## src/rtl/rpsc_pkg.sv

```systemverilog
// Shared constants, TX state encoding and helpers for the RPSC latch status reporter.
package rpsc_pkg;

    localparam int NUM_FLAGS    = 7;
    localparam int FRAME_BITS   = 14;
    localparam int PAYLOAD_BITS = FRAME_BITS - 2;

    localparam int FF33_IDX = 0;
    localparam int FF34_IDX = 1;
    localparam int FF35_IDX = 2;
    localparam int FF36_IDX = 3;
    localparam int FF37_IDX = 4;
    localparam int FF38_IDX = 5;
    localparam int FF39_IDX = 6;

    typedef enum logic [1:0] {IDLE, START, DATA, STOP} tx_state_t;

    // Lowest set bit wins when several flags rise together.
    function automatic logic [2:0] lowest_index(input logic [NUM_FLAGS-1:0] v);
        logic [2:0] idx;
        idx = '0;
        for (int i = NUM_FLAGS - 1; i >= 0; i--) begin
            if (v[i]) idx = 3'(i);
        end
        return idx;
    endfunction

endpackage

```

## src/rtl/rpsc_uart_tx_frame.sv

```systemverilog
// Serialiser: start bit, 12 payload bits LSB first, stop bit; each bit BAUD_DIV clocks.
module rpsc_uart_tx_frame
    import rpsc_pkg::*;
#(
    parameter int BAUD_DIV = 868
) (
    input  logic                    clk,
    input  logic                    reset,
    input  logic                    load,
    input  logic [PAYLOAD_BITS-1:0] payload,
    output logic                    tx,
    output logic                    busy
);

    localparam int BW = (BAUD_DIV > 2) ? $clog2(BAUD_DIV) : 1;

    tx_state_t               state_q, state_d;
    logic [BW-1:0]           baud_q, baud_d;
    logic [3:0]              bit_q, bit_d;
    logic [PAYLOAD_BITS-1:0] shift_q, shift_d;
    logic                    tx_q, tx_d;
    logic                    baud_end;

    assign baud_end = (baud_q == BW'(BAUD_DIV - 1));

    always_ff @(posedge clk or negedge reset) begin
        if (!reset) begin
            state_q <= IDLE;
            baud_q  <= '0;
            bit_q   <= '0;
            shift_q <= '0;
            tx_q    <= 1'b1;
        end else begin
            state_q <= state_d;
            baud_q  <= baud_d;
            bit_q   <= bit_d;
            shift_q <= shift_d;
            tx_q    <= tx_d;
        end
    end

    // The line level is registered so it only ever moves on a bit boundary.
    always_comb begin
        state_d = state_q;
        baud_d  = baud_q;
        bit_d   = bit_q;
        shift_d = shift_q;
        tx_d    = tx_q;
        case (state_q)
            IDLE: begin
                if (load) begin
                    state_d = START;
                    shift_d = payload;
                    baud_d  = '0;
                    tx_d    = 1'b0;
                end
            end
            START: begin
                if (baud_end) begin
                    state_d = DATA;
                    baud_d  = '0;
                    bit_d   = '0;
                    tx_d    = shift_q[0];
                end else begin
                    baud_d = baud_q + 1'b1;
                end
            end
            DATA: begin
                if (baud_end) begin
                    baud_d = '0;
                    if (bit_q == 4'(PAYLOAD_BITS - 1)) begin
                        state_d = STOP;
                        tx_d    = 1'b1;
                    end else begin
                        bit_d   = bit_q + 1'b1;
                        shift_d = shift_q >> 1;
                        tx_d    = shift_q[1];
                    end
                end else begin
                    baud_d = baud_q + 1'b1;
                end
            end
            STOP: begin
                if (baud_end) begin
                    state_d = IDLE;
                    baud_d  = '0;
                end else begin
                    baud_d = baud_q + 1'b1;
                end
            end
            default: begin
                state_d = IDLE;
                tx_d    = 1'b1;
            end
        endcase
    end

    assign tx   = tx_q;
    assign busy = (state_q != IDLE);

endmodule

```

## src/rtl/rpsc_latch_status_tx.sv

```systemverilog
// Synchronises the RPSC latch flags, records the first fault, drives the clear pulse
// and reports status frames on change, on clear and on a heartbeat.
module rpsc_latch_status_tx
    import rpsc_pkg::*;
#(
    parameter int BAUD_DIV  = 868,
    parameter int HEARTBEAT = 10_000_000,
    parameter int CLR_PULSE = 16
) (
    input  logic                 clk,
    input  logic                 reset,
    input  logic [NUM_FLAGS-1:0] i_la,
    input  logic                 i_ack_clr,
    output logic                 o_tx,
    output logic                 o_tx_busy,
    output logic                 o_first_valid,
    output logic [2:0]           o_first_fault,
    output logic                 o_clr_req
);

    localparam int HB_W  = (HEARTBEAT > 2) ? $clog2(HEARTBEAT) : 1;
    localparam int CLR_W = $clog2(CLR_PULSE + 1);

    logic [NUM_FLAGS-1:0]    la_m, la_s, la_q;
    logic [NUM_FLAGS-1:0]    rises;
    logic                    change;
    logic                    first_valid;
    logic [2:0]              first_fault;
    logic                    clr_req;
    logic [CLR_W-1:0]        clr_cnt;
    logic                    clr_end;
    logic [HB_W-1:0]         hb_cnt;
    logic                    hb_wrap;
    logic                    pending;
    logic                    load;
    logic                    tx_busy;
    logic [PAYLOAD_BITS-1:0] payload;

    always_ff @(posedge clk or negedge reset) begin
        if (!reset) begin
            la_m <= '0;
            la_s <= '0;
            la_q <= '0;
        end else begin
            la_m <= i_la;
            la_s <= la_m;
            la_q <= la_s;
        end
    end

    assign rises  = la_s & ~la_q;
    assign change = |(la_s ^ la_q);

    // An acknowledge outranks a rise landing in the same cycle.
    always_ff @(posedge clk or negedge reset) begin
        if (!reset) begin
            first_valid <= 1'b0;
            first_fault <= '0;
        end else if (i_ack_clr) begin
            first_valid <= 1'b0;
            first_fault <= '0;
        end else if (!first_valid && (|rises)) begin
            first_valid <= 1'b1;
            first_fault <= lowest_index(rises);
        end
    end

    assign clr_end = clr_req && !i_ack_clr && (clr_cnt == '0);

    always_ff @(posedge clk or negedge reset) begin
        if (!reset) begin
            clr_req <= 1'b0;
            clr_cnt <= '0;
        end else if (i_ack_clr) begin
            clr_req <= 1'b1;
            clr_cnt <= CLR_W'(CLR_PULSE - 1);
        end else if (clr_req) begin
            if (clr_cnt == '0) clr_req <= 1'b0;
            else               clr_cnt <= clr_cnt - 1'b1;
        end
    end

    assign hb_wrap = !change && (hb_cnt == HB_W'(HEARTBEAT - 1));

    always_ff @(posedge clk or negedge reset) begin
        if (!reset)                hb_cnt <= '0;
        else if (change || hb_wrap) hb_cnt <= '0;
        else                       hb_cnt <= hb_cnt + 1'b1;
    end

    // Events arriving while a frame is on the line collapse into one follow-up frame.
    assign load = pending && !tx_busy;

    always_ff @(posedge clk or negedge reset) begin
        if (!reset) pending <= 1'b0;
        else        pending <= (pending && !load) || change || hb_wrap || clr_end;
    end

    assign payload = {^{first_valid, first_fault, la_s}, first_valid, first_fault, la_s};

    rpsc_uart_tx_frame #(
        .BAUD_DIV(BAUD_DIV)
    ) u_tx (
        .clk    (clk),
        .reset  (reset),
        .load   (load),
        .payload(payload),
        .tx     (o_tx),
        .busy   (tx_busy)
    );

    assign o_tx_busy     = tx_busy;
    assign o_first_valid = first_valid;
    assign o_first_fault = first_fault;
    assign o_clr_req     = clr_req;

endmodule
```

## config.mk

```make
export PLATFORM = sky130hd
export DESIGN_NAME = rpsc_latch_status_tx
export DESIGN_NICKNAME = d
export VERILOG_FILES = /design/src/rtl/rpsc_pkg.sv /design/src/rtl/rpsc_uart_tx_frame.sv /design/src/rtl/rpsc_latch_status_tx.sv
export SDC_FILE = /design/constraint.sdc
export NUM_CORES = 1
export LEC_CHECK = 0
export CORE_ASPECT_RATIO = 1.4
export CORE_MARGIN = 3
export CORE_UTILIZATION = 35
export CTS_CLUSTER_DIAMETER = 30
export DETAILED_ROUTE_END_ITERATION = 6
export MAX_ROUTING_LAYER = met4
export PLACE_DENSITY = 0.54
export REMOVE_ABC_BUFFERS = 1
export SKIP_LAST_GASP = 1
export SLEW_MARGIN = 20
export SYNTH_ARGS = -nofsm -noshare
export SYNTH_HDL_FRONTEND = slang
export SYNTH_SLANG_ARGS = --single-unit
export TNS_END_PERCENT = 20
```

## constraint.sdc

```tcl
create_clock -name clk -period 1.9 [get_ports clk]
set_input_delay 0.57 -clock clk [delete_from_list [all_inputs] [get_ports clk]]
set_output_delay 0.57 -clock clk [all_outputs]
set_load 0.05 [all_outputs]
```

## Yosys cells after proc, flatten, opt, wreduce, memory -nomap -nowiden

Index checks and enable logic that the tools add are counted.

- Register bits after elaboration: 85
- Bits in latches: 0
- Memory bits (writable): 0
- Memory bits (read-only): 0
- Input port bits: 10
- Output and inout port bits: 7
- Memories kept: 0

- Add/subtract/negate cells: 4
- Multiply operators: 0
- Divide/modulo/power cells: 0
- Magnitude comparators: 0
- Eq/ne operators: 13
- Shift operators: 0
- Mux-type cells: 40
- Bitwise gates (word level): 3
- Reductions and logical operators: 32

Operator list:

| kind | count |
|---|---|
| two-way mux 12 bit | 3 |
| two-way mux 3 bit | 9 |
| adder 24 x 1 -> 24 bit (second input constant) | 1 |
| equality test 24 bit (second input constant) | 1 |
| two-way mux 24 bit | 1 |
| case mux 12 bit (2 select lines) | 1 |
| two-way mux 10 bit | 2 |
| case mux 10 bit (2 select lines) | 1 |
| two-way mux 5 bit | 3 |
| OR reduction 7 bit | 2 |
| two-way mux 4 bit | 3 |
| AND reduction 4 bit | 3 |
| parity 11 bit | 1 |
| adder 10 x 1 -> 10 bit (second input constant) | 1 |
| equality test 10 bit (second input constant) | 1 |
| two-way mux 2 bit | 5 |
| nonzero test 2 bit | 5 |
| two-way mux 1 bit | 9 |
| != test 2 x 1 -> 1 bit (second input constant) | 4 |
| case mux 2 bit (4 select lines) | 1 |
| case mux 4 bit (2 select lines) | 1 |
| AND 7 bit | 1 |
| inverter 7 bit | 1 |
| bitwise XOR 7 bit | 1 |
| other kinds (16) | 31 |

## Depth between registers and ports, before layout

Gate-level depths: netlist of run 1.

- Word-level depth: 11
- Gate-level depth with buffers: 9
- Depth with buffers taken out: 7

## Cells and area by module

Synthesis of run 1 repeated with hierarchy kept, for this count alone.

- Cells, all modules: 381
- Area, all modules: 4277.9 µm²

Modules (own cells, without submodules):

| module | times used | cells each | area each (µm²) | sequential area each (µm²) |
|---|---|---|---|---|
| rpsc_latch_status_tx | 1 | 236 | 2603.7 | 1401.3 |
| rpsc_uart_tx_frame | 1 | 145 | 1674.1 | 726.9 |

## Worst setup path before layout of run 1

No wires, ideal clock.

- Kind: reg2reg
- Start: register u_tx.state_q[0]
- End: register u_tx.shift_q[10]
- Setup time: 0.124 ns
- Arrival: 1.710 ns
- Required time: 1.776 ns
- Setup slack: 0.067 ns
- Stages on the path, launching flop included: 8
- Path buffers: 1
- Clock period less this slack: 1.833 ns
- Path through: dfrtp_1 -> inv_1 -> ha_1 -> inv_1 -> nor3_1 -> a31oi_2 -> buf_2 -> o21ai_1

- Cells in the longest elaborated chain, start to end: 5
- Elaborated cells between the ends (all ways): 11
- Those cells by class: eq/ne: 4; mux: 1; reduce/logical: 6

RTL lines:

| what | line | text |
|---|---|---|
| start, declared | rpsc_uart_tx_frame.sv:17 | `tx_state_t state_q, state_d;` |
| start signal, assigned | rpsc_uart_tx_frame.sv:34 | `state_q <= state_d;` |
| nonzero test 2 bit | rpsc_uart_tx_frame.sv:99 | `assign busy = (state_q != IDLE);` |
| named net o_tx_busy | rpsc_latch_status_tx.sv:15 | `output logic o_tx_busy,` |
| logical NOT 1 bit | rpsc_latch_status_tx.sv:92 | `assign load = pending && !tx_busy;` |
| logical AND 1 bit | rpsc_latch_status_tx.sv:92 |  |
| != test 2 bit (no line) | - |  |
| AND reduction 4 bit (no line) | - |  |
| end signal, assigned | rpsc_uart_tx_frame.sv:37 | `shift_q <= shift_d;` |
| end, declared | rpsc_uart_tx_frame.sv:20 | `logic [PAYLOAD_BITS-1:0] shift_q, shift_d;` |

The timed path passes the listed nets, and every way through them passes these cells.
A chain may end at the register's enable or synchronous reset.

## Final worst setup path of run 1

- Start: register u_tx.state_q[1]
- End: output o_tx_busy

- Cells in the longest elaborated chain, start to end: 1

RTL lines:

| what | line |
|---|---|
| nonzero test 2 bit | rpsc_uart_tx_frame.sv:99 |
| end, declared | rpsc_latch_status_tx.sv:15 |

Every way passes these cells.

==> results of run 1 <==
[worst max-delay path: cells and delay by family, from the launching register on]
kind / cells / cell delay [ns]
flip-flops: 1 / 0.39
buffers and inverters: 4 / 0.42
adder cells (fa/ha/maj): 1 / 0.14
[routing by layer]
layer	up-vias	GRT usage [%]	wire length [um]
li1	1389	-	-
met1	1354	15.1	3350
met2	33	21.2	3900
met3	11	2.83	193
met4	0	5.46	129
met5	-	-	0
[cells in the mapped netlist (3+ instances only)]
cell type   n  area share (%)
nand3_1    15             1.9
nor3_1     11             1.4
inv_1      23             2.1
nand2b_1    4            0.62
dfrtp_1    84              52
buf_2       6            0.74
o21ai_1    12             1.5
clkbuf_1    3            0.28
a22o_1      6             1.3
nand4_1    12             1.9
xor2_1     18             3.9
nand2_1    27             2.5
ha_1       17             5.3
nor2_1     50             4.6
xnor2_1    24             5.2
nor4_1      4            0.62
mux2i_1    15             3.7
a21oi_1     6            0.74
and3_1      7             1.1
[path summary, 6_finish.rpt]
| kind | startpoint | end | slack, ns | cells past startpoint |
|---|---|---|---|---|
| max | u_tx.state_q[1]$_DFFE_PN0P_ | o_tx_busy | 0.05 | 5 |
| min | reset | u_tx.baud_q[6]$_DFFE_PN0N_ | 0.16 | 1 |
| max reg2reg | la_s[2]$_DFF_PN0_ | o_first_fault[2]$_DFFE_PN0P_ | 0.08 | 6 |
| min reg2reg | la_m[5]$_DFF_PN0_ | la_s[5]$_DFF_PN0_ | 0.35 | 0 |
| max in group asynchronous | reset | u_tx.tx$_DFFE_PN1P_ | 1.19 | 2 |
| min in group clk | la_m[5]$_DFF_PN0_ | la_s[5]$_DFF_PN0_ | 0.35 | 0 |
[sequential cells by signal, summed over array words and instances (netlist names), 2 cells and up]
signal and cells:
hb_cnt 24, u_tx.shift_q 12, u_tx.baud_q 10, la_m 7, la_q 7, la_s 7, clr_cnt 5, u_tx.bit_q 4
o_first_fault 3, u_tx.state_q 2
[final cells by class]
cell class              instances  area [um2]
repair buffers                 43         455
clock inverters                 4        72.6
multi-input cells             263        1820
well taps                     141         176
clock buffers                  11         243
inverters                      23        86.3
fillers                      1011        6110
flip-flops and latches         85        2130
[stage by stage]
step	total power [uW]	instances	setup TNS [ns]	instance area (um2)	util [%]
6_report	5690	570	0	4980	44.9
5_1_grt	6020	570	-0.155	4980	44.9
4_1_cts	5740	569	0	4950	44.6
3_5_place_dp	3760	549	0	4580	41.3
3_3_place_gp	3730	549	0	4580	41.3
2_1_floorplan	3220	371	-7.29	3990	-
[cells by family (layout without fill, tap and decap cells)]
| family | Yosys count | after routing | share of synthesized area [%] |
|---|---|---|---|
| and+or+nand+nor | 147 | 147 | 18.7 |
| DFF | 85 | 85 | 52.6 |
| AOI/OAI and AO/OA | 42 | 42 | 7.20 |
| xor gates and xnor gates | 42 | 42 | 9.09 |
| buffers and inverters | 33 | 81 | 3.43 |
| adders and majority gates | 17 | 17 | 5.26 |
| muxes | 15 | 15 | 3.71 |
[cells in the final DEF (no fill, tap or decap), drive strengths merged, types with 2 or more instances in the layout]
| cell | instances |
|---|---|
| o211ai | 2 |
| xnor2 | 24 |
| nand4 | 12 |
| nand2 | 27 |
| a211o | 2 |
| xor2 | 18 |
| a22o | 6 |
| nor3 | 12 |
| nand3 | 15 |
| clkbuf | 11 |
| mux2i | 15 |
| a21oi | 7 |
| dfrtp | 84 |
| and3 | 7 |
| or3 | 3 |
| a211oi | 2 |
| inv | 23 |
| nor2 | 51 |
| nor4 | 7 |
| o22ai | 2 |
| bufinv | 2 |
| clkdlybuf4s50 | 8 |
| nand2b | 4 |
| ha | 17 |
| or2 | 2 |
| o21ai | 15 |
| buf | 35 |
[repair_timing]
item	4_1_cts	5_1_grt
gates resized for setup	4	7
endpoints found under the setup margin	1	13
setup buffers	5	1
pin swaps	1	7
[where the power goes]
part	internal (uW)	switching, uW	total [uW]	leakage [uW]
clock	1180	677	1850	0.000152
combinational	773	860	1630	0.000913
sequential	2050	153	2200	0.00108
==> results.py, run 1 <==
metrics = {
    "timing": {
        "worst_pin_slew_ns": 0.520,
        "hold_ws_ns": 0.161,
        "finalSetupViolCount": 0,
        "relSlewSlack_pct": 65.1,
        "slew_viol_final": 0,
        "rsz0062_at_grt": "true",
        "finClkSkew_ns": 0.00686,
        "timing.final.crit_share_pct": 97.4,
        "setup_ws_ns": 0.0498,
        "hold_viol": 0,
        "finalCriticalPeriod_ns": 1.85,
        "fmax_mhz": 540,
    },
    "logic_synthesis": {
        "synth_area_per_cell_um2": 10.6,
        "ys_types": 48,
        "synth_ff_type": "dfrtp_1",
        "syn-instance-count": 381,
        "seq_area_frac_synth_pct": 52.6,
        "ys_seq_elements": 85,
        "synth-edff-count": 0,
        "synthesis.area_um2": 4050,
        "yosys_warnings": 0,
        "ys_async_sr_fraction_pct": 100,
    },
    "worst_setup_path": {
        "worst_path_max_delay_cell": "dfrtp_1",
        "path_class": "reg -> out",
        "endpoint_kind": "output pin",
        "required_ns": 1.33,
        "cp_cell_sequence": "inv_2, ha_4, inv_1, buf_4, buf_12",
        "crit_fanout": 3,
        "arrival_ns": 1.28,
        "start_kind": "flip-flop",
        "max_stage_delay_ns": 0.39,
    },
    "global_route": {
        "grt_overflow": 0,
        "grt_max_degree": 34,
        "grt_pass1_wl_um": 13100,
        "grt_usage_pct": 12.8,
        "antenna_found_initial": 0,
        "grt_pass1_vias": 2838,
    },
    "route": {
        "routed_wl_um": 7570,
        "drt.antenna.violating_nets": 0,
        "vias": 2787,
        "wire_per_inst_um": 13.3,
        "first_pass_iters": 4,
        "dr.first_iter.drc_count": 117,
        "drt_drc_violations_left": 0,
        "via_per_inst": 4.89,
    },
    "placement": {
        "portBuffers": 16,
        "pre_cts_slack_ns": 0.0217,
        "dp_hpwl_um": 5390,
        "place_congestion": 0.808,
    },
    "die": {
        "die_h_um": 133,
        "initial_core_util_pct": 36.5,
        "ios": 17,
        "design.die.area_um2": 12900,
        "die_width_um": 96.9,
        "fp-row-count": 45,
        "fp.coreArea_um2": 11100,
    },
    "clock_network": {
        "clock_latency_ns": 0.33,
        "clk_path_buf_depth": 2,
        "clkTransAtPathRegs_ns": 0.06,
        "cts_buffers": 9,
        "cts_hold_buf": 0,
        "cts.root.buffer_cell": "clkbuf_16",
        "htreeDepth": 3,
        "cts_tree": "built",
        "clkSinkCount": 85,
    },
    "finish": {
        "insertedDiodeCount": 0,
        "final_nets": 452,
        "area_growth_pct": 23.0,
        "drive_above_1_share_pct": 16.6,
    },
    "hold_path": {
        "hold_class": "in -> async",
    },
    "status": {
        "outcome": "finished, final reports clean",
    },
    "run": {
        "max_cap_viol_count": 0,
    },
    "power": {
        "ir_worst_vdd_uv": 730,
        "p_leak_uw": 0.00215,
        "power_density_nw_per_um2": 1140,
    },
}
Power figures use the tool's default switching activity.
==> inputs of run 2 (changes only) <==
- CTS_BUF_LIST: default -> sky130_fd_sc_hd__clkbuf_16
==> run 2 against run 1 <==
Net effect:
- highest routed layer unchanged
- first-iteration DRC count did not move
- global-route usage stayed put
- routed wire length about the same
==> results.py, run 2 (same netlist as run 1, synthesis figures left out) <==
metrics = {
    "die": {
        "die_h_um": 133,
        "die_width_um": 96.9,
        "design.die.area_um2": 12900,
        "fp.coreArea_um2": 11100,
        "initial_core_util_pct": 36.5,
        "ios": 17,
        "fp-row-count": 45,
    },
    "timing": {
        "finClkSkew_ns": 0.00741,
        "setup_ws_ns": 0.0498,
        "finalCriticalPeriod_ns": 1.85,
        "slew_viol_final": 0,
        "fmax_mhz": 540,
        "timing.final.crit_share_pct": 97.4,
        "hold_ws_ns": 0.161,
        "rsz0062_at_grt": "true",
        "relSlewSlack_pct": 65.1,
        "hold_viol": 0,
        "worst_pin_slew_ns": 0.520,
        "finalSetupViolCount": 0,
    },
    "worst_setup_path": {
        "worst_path_max_delay_cell": "dfrtp_1",
        "max_stage_delay_ns": 0.39,
        "start_kind": "flip-flop",
        "required_ns": 1.33,
        "endpoint_kind": "output pin",
        "critical_path_buf_inv_count": 4,
        "arrival_ns": 1.28,
        "crit_fanout": 3,
        "cp_cell_sequence": "inv_2, ha_4, inv_1, buf_4, buf_12",
        "critical_path.top_delay_family": "buffers and inverters",
        "path_class": "reg -> out",
    },
    "clock_network": {
        "htreeDepth": 3,
        "cts_hold_buf": 0,
        "cts_tree": "built",
        "clock_latency_ns": 0.33,
        "cts_buffers": 9,
        "clk_path_buf_depth": 2,
        "clkSinkCount": 85,
        "clkTransAtPathRegs_ns": 0.06,
        "cts.root.buffer_cell": "clkbuf_16",
    },
    "finish": {
        "fillCellCount": 1012,
        "regArea_um2": 2130,
        "multi_input_area_um2": 1820,
        "insertedDiodeCount": 0,
        "utilization_pct": 44.8,
        "drive_above_1_share_pct": 16.3,
        "regMostFlops": "hb_cnt",
        "area_growth_pct": 22.8,
        "largest_register_ffs": 24,
        "final_cell_mix": "84 x dfrtp_1, 49 x nor2_1, 27 x nand2_1",
        "final_common_cell": "dfrtp_1",
        "largest_registers": "hb_cnt (24), u_tx.shift_q (12), u_tx.baud_q (10)",
        "final_nets": 452,
    },
    "placement": {
        "place_congestion": 0.808,
        "portBuffers": 16,
        "pre_cts_slack_ns": 0.0217,
        "dp_hpwl_um": 5390,
    },
    "run": {
        "max_cap_viol_count": 0,
    },
    "route": {
        "dr.first_iter.drc_count": 117,
        "wire_per_inst_um": 13.3,
        "routed_wl_um": 7570,
        "via_per_inst": 4.89,
        "vias": 2789,
        "drt.antenna.violating_nets": 0,
        "drt_drc_violations_left": 0,
        "first_pass_iters": 4,
    },
    "global_route": {
        "grt_pass1_vias": 2838,
        "grt_overflow": 0,
        "antenna_found_initial": 0,
        "grt_max_degree": 34,
        "grt_usage_pct": 12.8,
        "grt_pass1_wl_um": 13100,
    },
    "power": {
        "p_leak_uw": 0.00214,
        "power_density_nw_per_um2": 1140,
        "ir_worst_vdd_uv": 730,
        "p_total_uw": 5640,
    },
    "hold_path": {
        "hold_class": "in -> async",
    },
    "status": {
        "outcome": "finished, final reports clean",
    },
}
[run 2: changes by cell type in the layout (fill, tap and decap cells not counted)]
| cell | before | now |
|---|---|---|
| inv_1 | 21 | 22 |
| clkbuf_1 | 1 | 0 |
| clkbuf_8 | 1 | 0 |
| clkinv_1 | 0 | 1 |
[run 2: what timing repair did]
item	4_1_cts	5_1_grt
setup buffers	5	1
gates resized for setup	4	7
endpoints found under the setup margin	1	13
pin swaps	1	7
[run 2: metrics by stage]
stage / std cells / instance area, um2 / setup TNS [ns]
floorplan: 371 / 3990 / -7.29
global placement: 549 / 4580 / 0
detailed placement: 549 / 4580 / 0
CTS: 569 / 4940 / 0
global route: 570 / 4970 / -0.155
finish: 570 / 4970 / 0
[run 2: cell type report]
class                      instances  area share, %
clock buffer                       9           4.53
sequential                        85           42.8
tap                              141           3.55
clock inverter                     6           1.61
multi-input combinational        263           36.6
inverter                          23           1.74
timing repair buffer              43           9.17
[run 2: final timing paths]
check / from / to / slack, ns / cells past startpoint
worst max register to register: la_s[2]$_DFF_PN0_ / o_first_fault[2]$_DFFE_PN0P_ / 0.08 / 6
worst max-delay path: u_tx.state_q[1]$_DFFE_PN0P_ / o_tx_busy / 0.05 / 5
worst min-delay path: reset / u_tx.baud_q[6]$_DFFE_PN0N_ / 0.16 / 1
worst min register to register: la_m[5]$_DFF_PN0_ / la_s[5]$_DFF_PN0_ / 0.35 / 0
max in group asynchronous: reset / u_tx.tx$_DFFE_PN1P_ / 1.19 / 2
min in group clk: la_m[5]$_DFF_PN0_ / la_s[5]$_DFF_PN0_ / 0.35 / 0
[run 2: per-layer routing]
layer  share of wire [%]  GRT usage (%)  up-vias
met3                 2.5           2.83       11
met5                   0              -        -
li1                    -              -     1389
met1                  44           15.1     1356
met2                  52           21.2       33
met4                 1.7           5.46        0
[run 2: worst register-to-register path, cell delays in order (launching register included)]
cell	delay [ns]
dfrtp_1	0.39
ha_2	0.20
or4_4	0.53
nor4_4	0.26
nor2_2	0.10
mux2i_1	0.17
nor2_1	0.05
[run 2: report_power, final]
group          switching, uW  internal, uW
Combinational            860           773
Sequential               153          2050
Clock                    676          1130
Total                   1690          3950
==> edit 1, RTL diff (flow settings as in run 1) <==
`la_q` no longer has a reset.
--- a/src/rtl/rpsc_latch_status_tx.sv
+++ b/src/rtl/rpsc_latch_status_tx.sv
@@ -40,12 +40,14 @@
         if (!reset) begin
             la_m <= '0;
             la_s <= '0;
-            la_q <= '0;
         end else begin
             la_m <= i_la;
             la_s <= la_m;
-            la_q <= la_s;
         end
+    end
+
+    always_ff @(posedge clk) begin
+        la_q <= la_s;
     end
 
     assign rises  = la_s & ~la_q;
Check against the original RTL: no difference found for any inputs over 10 cycles, from zero or initial values and one cycle with reset low; that may be too few to reach the edited logic, so the function may still have changed.
==> edit 1 against run 1 <==
- setup slack got worse by 0.0017 ns
- sequential power barely moved
- routed wire length shrank 2.0%
- power down 5.2%
- non-clock buffer count up 11
- die area fell by 1.5%
- cell area is 0.28% higher
- combinational power is 13% lower
- synthesized area is 1.6% lower
- sequential cell count did not move
- largest power group unchanged
==> edit 1: results (changes against run 1) <==
- GR Util met3: 3.312% (+0.48 points)
- Internal: 3721 µW (-6.9%)
- Gp weighted congestion: 0.8419 (+4.3%)
- Met1 Use GR: 16.54% (+1.5 points)
- Iter 0 DRT Violations: 123 (+5.1%)
- Hpwl dp: 5376 µm (-0.30%)
- Distinct cells, synth: 50 (+4.2%)
- CP top delay family: simple AND/OR/NAND/NOR gates
- Ranking of synthesized cells by area: dfrtp_1, ha_1, xor2_1, nor2_1, xnor2_1
- Worst slew margin: 72.69% (+7.6 points)
- Async set-reset flop share out of synthesis: 91.76% (-8.2 points)
- GRT Util Overall: 13.60% (+0.77 points)
- VDD IR max: 0.5245 mV (-28%)
- R2R Path Start: la_s[3]
- Largest net degree at the start of global routing: 50 (+47%)
- Critical path class: flop to flop
- Layout cells sized above 1: 18.91% (+2.4 points)
- Seq/Total Area, Yosys: 52.58% (about the same)
- Status: finished, final reports clean
- Crit path DAT: 2.08 ns (+0.80 ns)
- Inst Count DP: 559 (+1.8%)
- Fin Clk Skew: 0.006668 ns (-0.0001928 ns)
- DR vias: 2840 (+1.9%)
- Static Leak: 0.002184 µW (+1.8%)
- Vias in the first global route: 2916 (+2.7%)
- Non-filler cells, final: 580 (+1.8%)
- Top cells by count, synth: dfrtp_1, nor2_1, nand2_1, inv_1, xor2_1
- Worst slack, placed: -0.1098 ns (-0.1315 ns)
- Dpl cell area: 0.004591 mm² (+0.22%)
- Avg Inst Size Synth: 10.53 µm² (-0.83%)
- GR Layer Usage met2: 21.74% (+0.51 points)
- Slowest-stage cell, CP: or4_4
- Layout Nets: 462 (+2.2%)
## edit 1: cell types whose count changed after synthesis, moves of 3 or more
cell	run 1	this run
dfrtp_1	84	77
dfxtp_1	0	7
nor3_1	11	6
xor2_1	18	22
o21ai_0	2	14
and4_1	1	4
o21ai_1	12	5
nor2_1	50	47
a21oi_1	6	9
xnor2_1	24	19
## edit 1: metrics by stage
step | hold WS (ns) | util (%) | TNS (ns)
2_1_floorplan | 0.2744 | - | -7.635
3_3_place_gp | 0.3320 | 41.81 | -0.04503
3_5_place_dp | 0.3347 | 41.81 | -2.149
4_1_cts | 0.1202 | 44.91 | -0.008270
5_1_grt | 0.1307 | 45.47 | -0.4213
6_report | 0.1206 | 45.47 | 0
## edit 1: final cells by class
| cell class | count | area (µm²) |
|---|---|---|
| Fill cell | 1029 | 5987 |
| Tap cell | 141 | 176.4 |
| Clock inverter | 7 | 81.33 |
| Inverter | 22 | 82.58 |
| Clock buffer | 9 | 225.2 |
| Timing Repair Buffer | 54 | 525.5 |
| Sequential cell | 85 | 2093 |
| Multi-Input combinational cell | 262 | 1808 |
## edit 1: final timing paths
check	slack [ns]	cells after the start	endpoint
worst max-delay path	0.05	6	o_first_fault[1]
worst min-delay path	0.12	1	clr_cnt[3]
worst max register to register	0.05	6	o_first_fault[1]
worst min register to register	0.35	0	la_s[6]
max in group asynchronous	1.20	2	u_tx.tx
min in group clk	0.35	0	la_s[6]
## edit 1: logic make-up (layout without fill, tap and decap cells)
family / Yosys count / after routing / synth area share, %
multiplexers: 13 / 13 / 3.268
XOR/XNOR: 41 / 41 / 9.019
adder cells (fa/ha/maj): 18 / 18 / 5.657
AO/OA/AOI/OAI: 46 / 46 / 7.449
flip-flops: 85 / 85 / 52.58
AND/OR/NAND/NOR: 144 / 144 / 18.57
buffers and inverters: 31 / 92 / 3.457
## edit 1: power by group through the flow
stage | combinational, µW | clock, µW | sequential [µW]
after floorplan | 826 | 0 | 2250
after global placement | 1330 | 0 | 2230
after detailed placement | 1350 | 0 | 2240
after CTS | 1390 | 1850 | 2210
after global routing | 1590 | 1910 | 2240
final | 1410 | 1780 | 2200
## edit 1: what timing repair did
action	CTS	global route
setup endpoints to repair	28	34
gates resized for setup	6	9
endpoints found under the hold margin	0	0
cloned	0	0
setup buffers	0	5
pin swaps	0	4
## edit 1: routing by layer
layer | share of wire [%] | wire [µm]
met1 | 45 | 3345
met2 | 51 | 3764
met3 | 2.5 | 186
met4 | 1.7 | 125
met5 | 0 | 0
==> edit 2, RTL diff (settings of run 1) <==
Made on the original files. `BAUD_DIV` is set to 868 in 2 places; all go to 434.
--- a/src/rtl/rpsc_uart_tx_frame.sv
+++ b/src/rtl/rpsc_uart_tx_frame.sv
@@ -2,7 +2,7 @@
 module rpsc_uart_tx_frame
     import rpsc_pkg::*;
 #(
-    parameter int BAUD_DIV = 868
+    parameter int BAUD_DIV = 434
 ) (
     input  logic                    clk,
     input  logic                    reset,
--- a/src/rtl/rpsc_latch_status_tx.sv
+++ b/src/rtl/rpsc_latch_status_tx.sv
@@ -3,7 +3,7 @@
 module rpsc_latch_status_tx
     import rpsc_pkg::*;
 #(
-    parameter int BAUD_DIV  = 868,
+    parameter int BAUD_DIV  = 434,
     parameter int HEARTBEAT = 10_000_000,
     parameter int CLR_PULSE = 16
 ) (
Formal check against the unedited RTL: no difference found for any inputs over 10 cycles, from zero or initial values and one cycle with reset low; that may be too few to reach the edited logic, so the function may still have changed.
==> edit 2 against run 1 <==
- the run now ends with setup timing left
- synthesized area decreased by 1.5%
- power is 1.1% lower
- sequential cell count decreased by 1
- sequential power is 2% lower
- setup slack worse by 0.079 ns
- routed wire length fell by 1.6%
- largest power group unchanged
- highest routed layer unchanged
- critical endpoint unchanged
- cell area is 1.3% higher
==> edit 2: results (changes against run 1) <==
- Status: complete, but fails checks
- Failing checks: setup timing
- Fillers: 1024 (+1.3%)
- Layout Nets: 458 (+1.3%)
- Crit path DAT: 1.36 ns (+0.08 ns)
- Hpwl dp: 5340 µm (-0.98%)
- Distinct cells, synth: 44 (-8.3%)
- Dpl cell area: 0.004624 mm² (+0.96%)
- Gp weighted congestion: 0.7770 (-3.8%)
- Iter 0 DRT Violations: 57 (-51%)
- Via/cell ratio: 4.833 (-1.2%)
- Async set-reset flop share out of synthesis: 100.0% (unchanged)
- DR vias: 2779 (-0.29%)
- Top cells by count, synth: dfrtp_1, nor2_1, nand2_1, mux2_2, inv_1
- Antenna diodes: 0 (unchanged)
- Compound-cell area share of the yosys netlist: 5.057% (-2.1 points)
- DR top layer: met4
- Wirelength per Cell: 12.95 µm (-2.5%)
- Vias in the first global route: 2724 (-4.0%)
- Regs by FF count: hb_cnt x24, u_tx.shift_q x12, u_tx.baud_q x9
- R2R Path Start: la_s[2]
- WL met2: 3697 µm (-5.2%)
- H-tree levels: 3 (unchanged)
- Adder-cell share of the synthesized area: 5.653% (+0.40 points)
- Layout cells sized above 1: 24.65% (+8.1 points)
- Ranking of synthesized cells by area: dfrtp_1, mux2_2, ha_1, nor2_1, xnor2_1
- TritonCTS buffer count: 9 (unchanged)
- Fin Clk Skew: 0.008938 ns (+0.002077 ns)
- Finish-stage setup viols: 1 (+1)
- Synth Area in XOR/XNOR: 8.794% (-0.30 points)
- Clk Tree Root Cell: clkbuf_16
- Met1 Use GR: 16.96% (+1.9 points)
- Worst Tran Pin Value: 0.3850 ns (-0.1348 ns)
- Post-route setup slack: -0.02953 ns (-0.07935 ns)
- GR Layer Usage met2: 20.05% (-1.2 points)
- Wire length on met3: 222 µm (+15%)
- FMAX: 0.5183 GHz (-4.1%)
- Seq/Total Area, Yosys: 52.80% (+0.20 points)
- TNS Setup: -0.02953 ns (-0.02953 ns)
- Max Slew Vio Count: 0 (unchanged)
- Ys Warns: 0 (unchanged)
- VDD IR max: 0.4299 mV (-41%)
- Setup slack, reg-to-reg: 0.01 ns (-0.07 ns)
- GRT Util Overall: 13.33% (+0.49 points)
- Post-Syn Instances: 365 (-4.2%)
- Dominant synthesized flop cell: dfrtp_1
- First-pass GRT wire length: 12830 µm (-2.1%)
- Mux contribution to synthesized area: 7.255% (+3.5 points)
- CP max FO: 4 (+1)
- Static Leak: 0.002221 µW (+3.5%)
- Inst Count DP: 551 (+0.36%)
- GR Util met3: 3.541% (+0.71 points)
- Largest net degree at the start of global routing: 51 (+50%)
- Met1 WL: 3387 µm (+1.2%)
- Worst R2R End: o_first_valid
edit 2: layout make-up:
type,instances,area (µm²),area share (%)
sequential,84,2103,41.72
multi-input combinational,253,1815,36.01
timing repair buffer,61,569.3,11.29
clock buffer,9,225.2,4.468
tap,141,176.4,3.500
inverter,21,78.83,1.564
clock inverter,6,72.57,1.440
edit 2: worst max path at each step:
stage	to	start	depth (start not counted)
final	o_tx_busy	u_tx.state_q[1]	5
after detailed placement	o_first_fault[1]	la_s[2]	6
after floorplan	u_tx.shift_q[0]	u_tx.state_q[0]	6
after CTS	o_tx_busy	u_tx.state_q[0]	5
after global placement	o_first_fault[2]	la_s[2]	6
after global routing	o_tx_busy	u_tx.state_q[1]	5
edit 2: stage by stage:
stage          hold WS [ns]  worst slack [ns]
4_1_cts             0.05159          -0.09080
6_report            0.06749          -0.02953
5_1_grt             0.06137          -0.08858
2_1_floorplan        0.2744           -0.4404
3_3_place_gp         0.3326           0.01536
3_5_place_dp         0.3358          -0.06636
edit 2: report_power, final:
part	switching (µW)	total, µW	leakage (µW)	internal (µW)
registers	134	2150	0.00106	2020
logic	773	1730	0.00102	952
clock network	722	1750	0.000142	1020
total	1630	5630	0.00222	4000
edit 2: what timing repair did:
action	4_1_cts	5_1_grt
endpoints found under the setup margin	15	16
pin swaps	0	6
hold buffers	0	0
gates resized for setup	5	10
gates cloned	0	0
buffers inserted	0	9
edit 2: worst max-delay path, cell delays in order (launching register included):
cell and delay [ns]:
dfrtp_1 0.41, inv_2 0.11, ha_4 0.16, inv_2 0.05
buf_4 0.14, buf_12 0.14
edit 2: kinds of logic after synthesis:
group | Yosys count
AOI/OAI and AO/OA | 30
xor gates and xnor gates | 40
adders and majority gates | 18
buffers and inverters | 28
DFF | 84
muxes | 26
and+or+nand+nor | 139
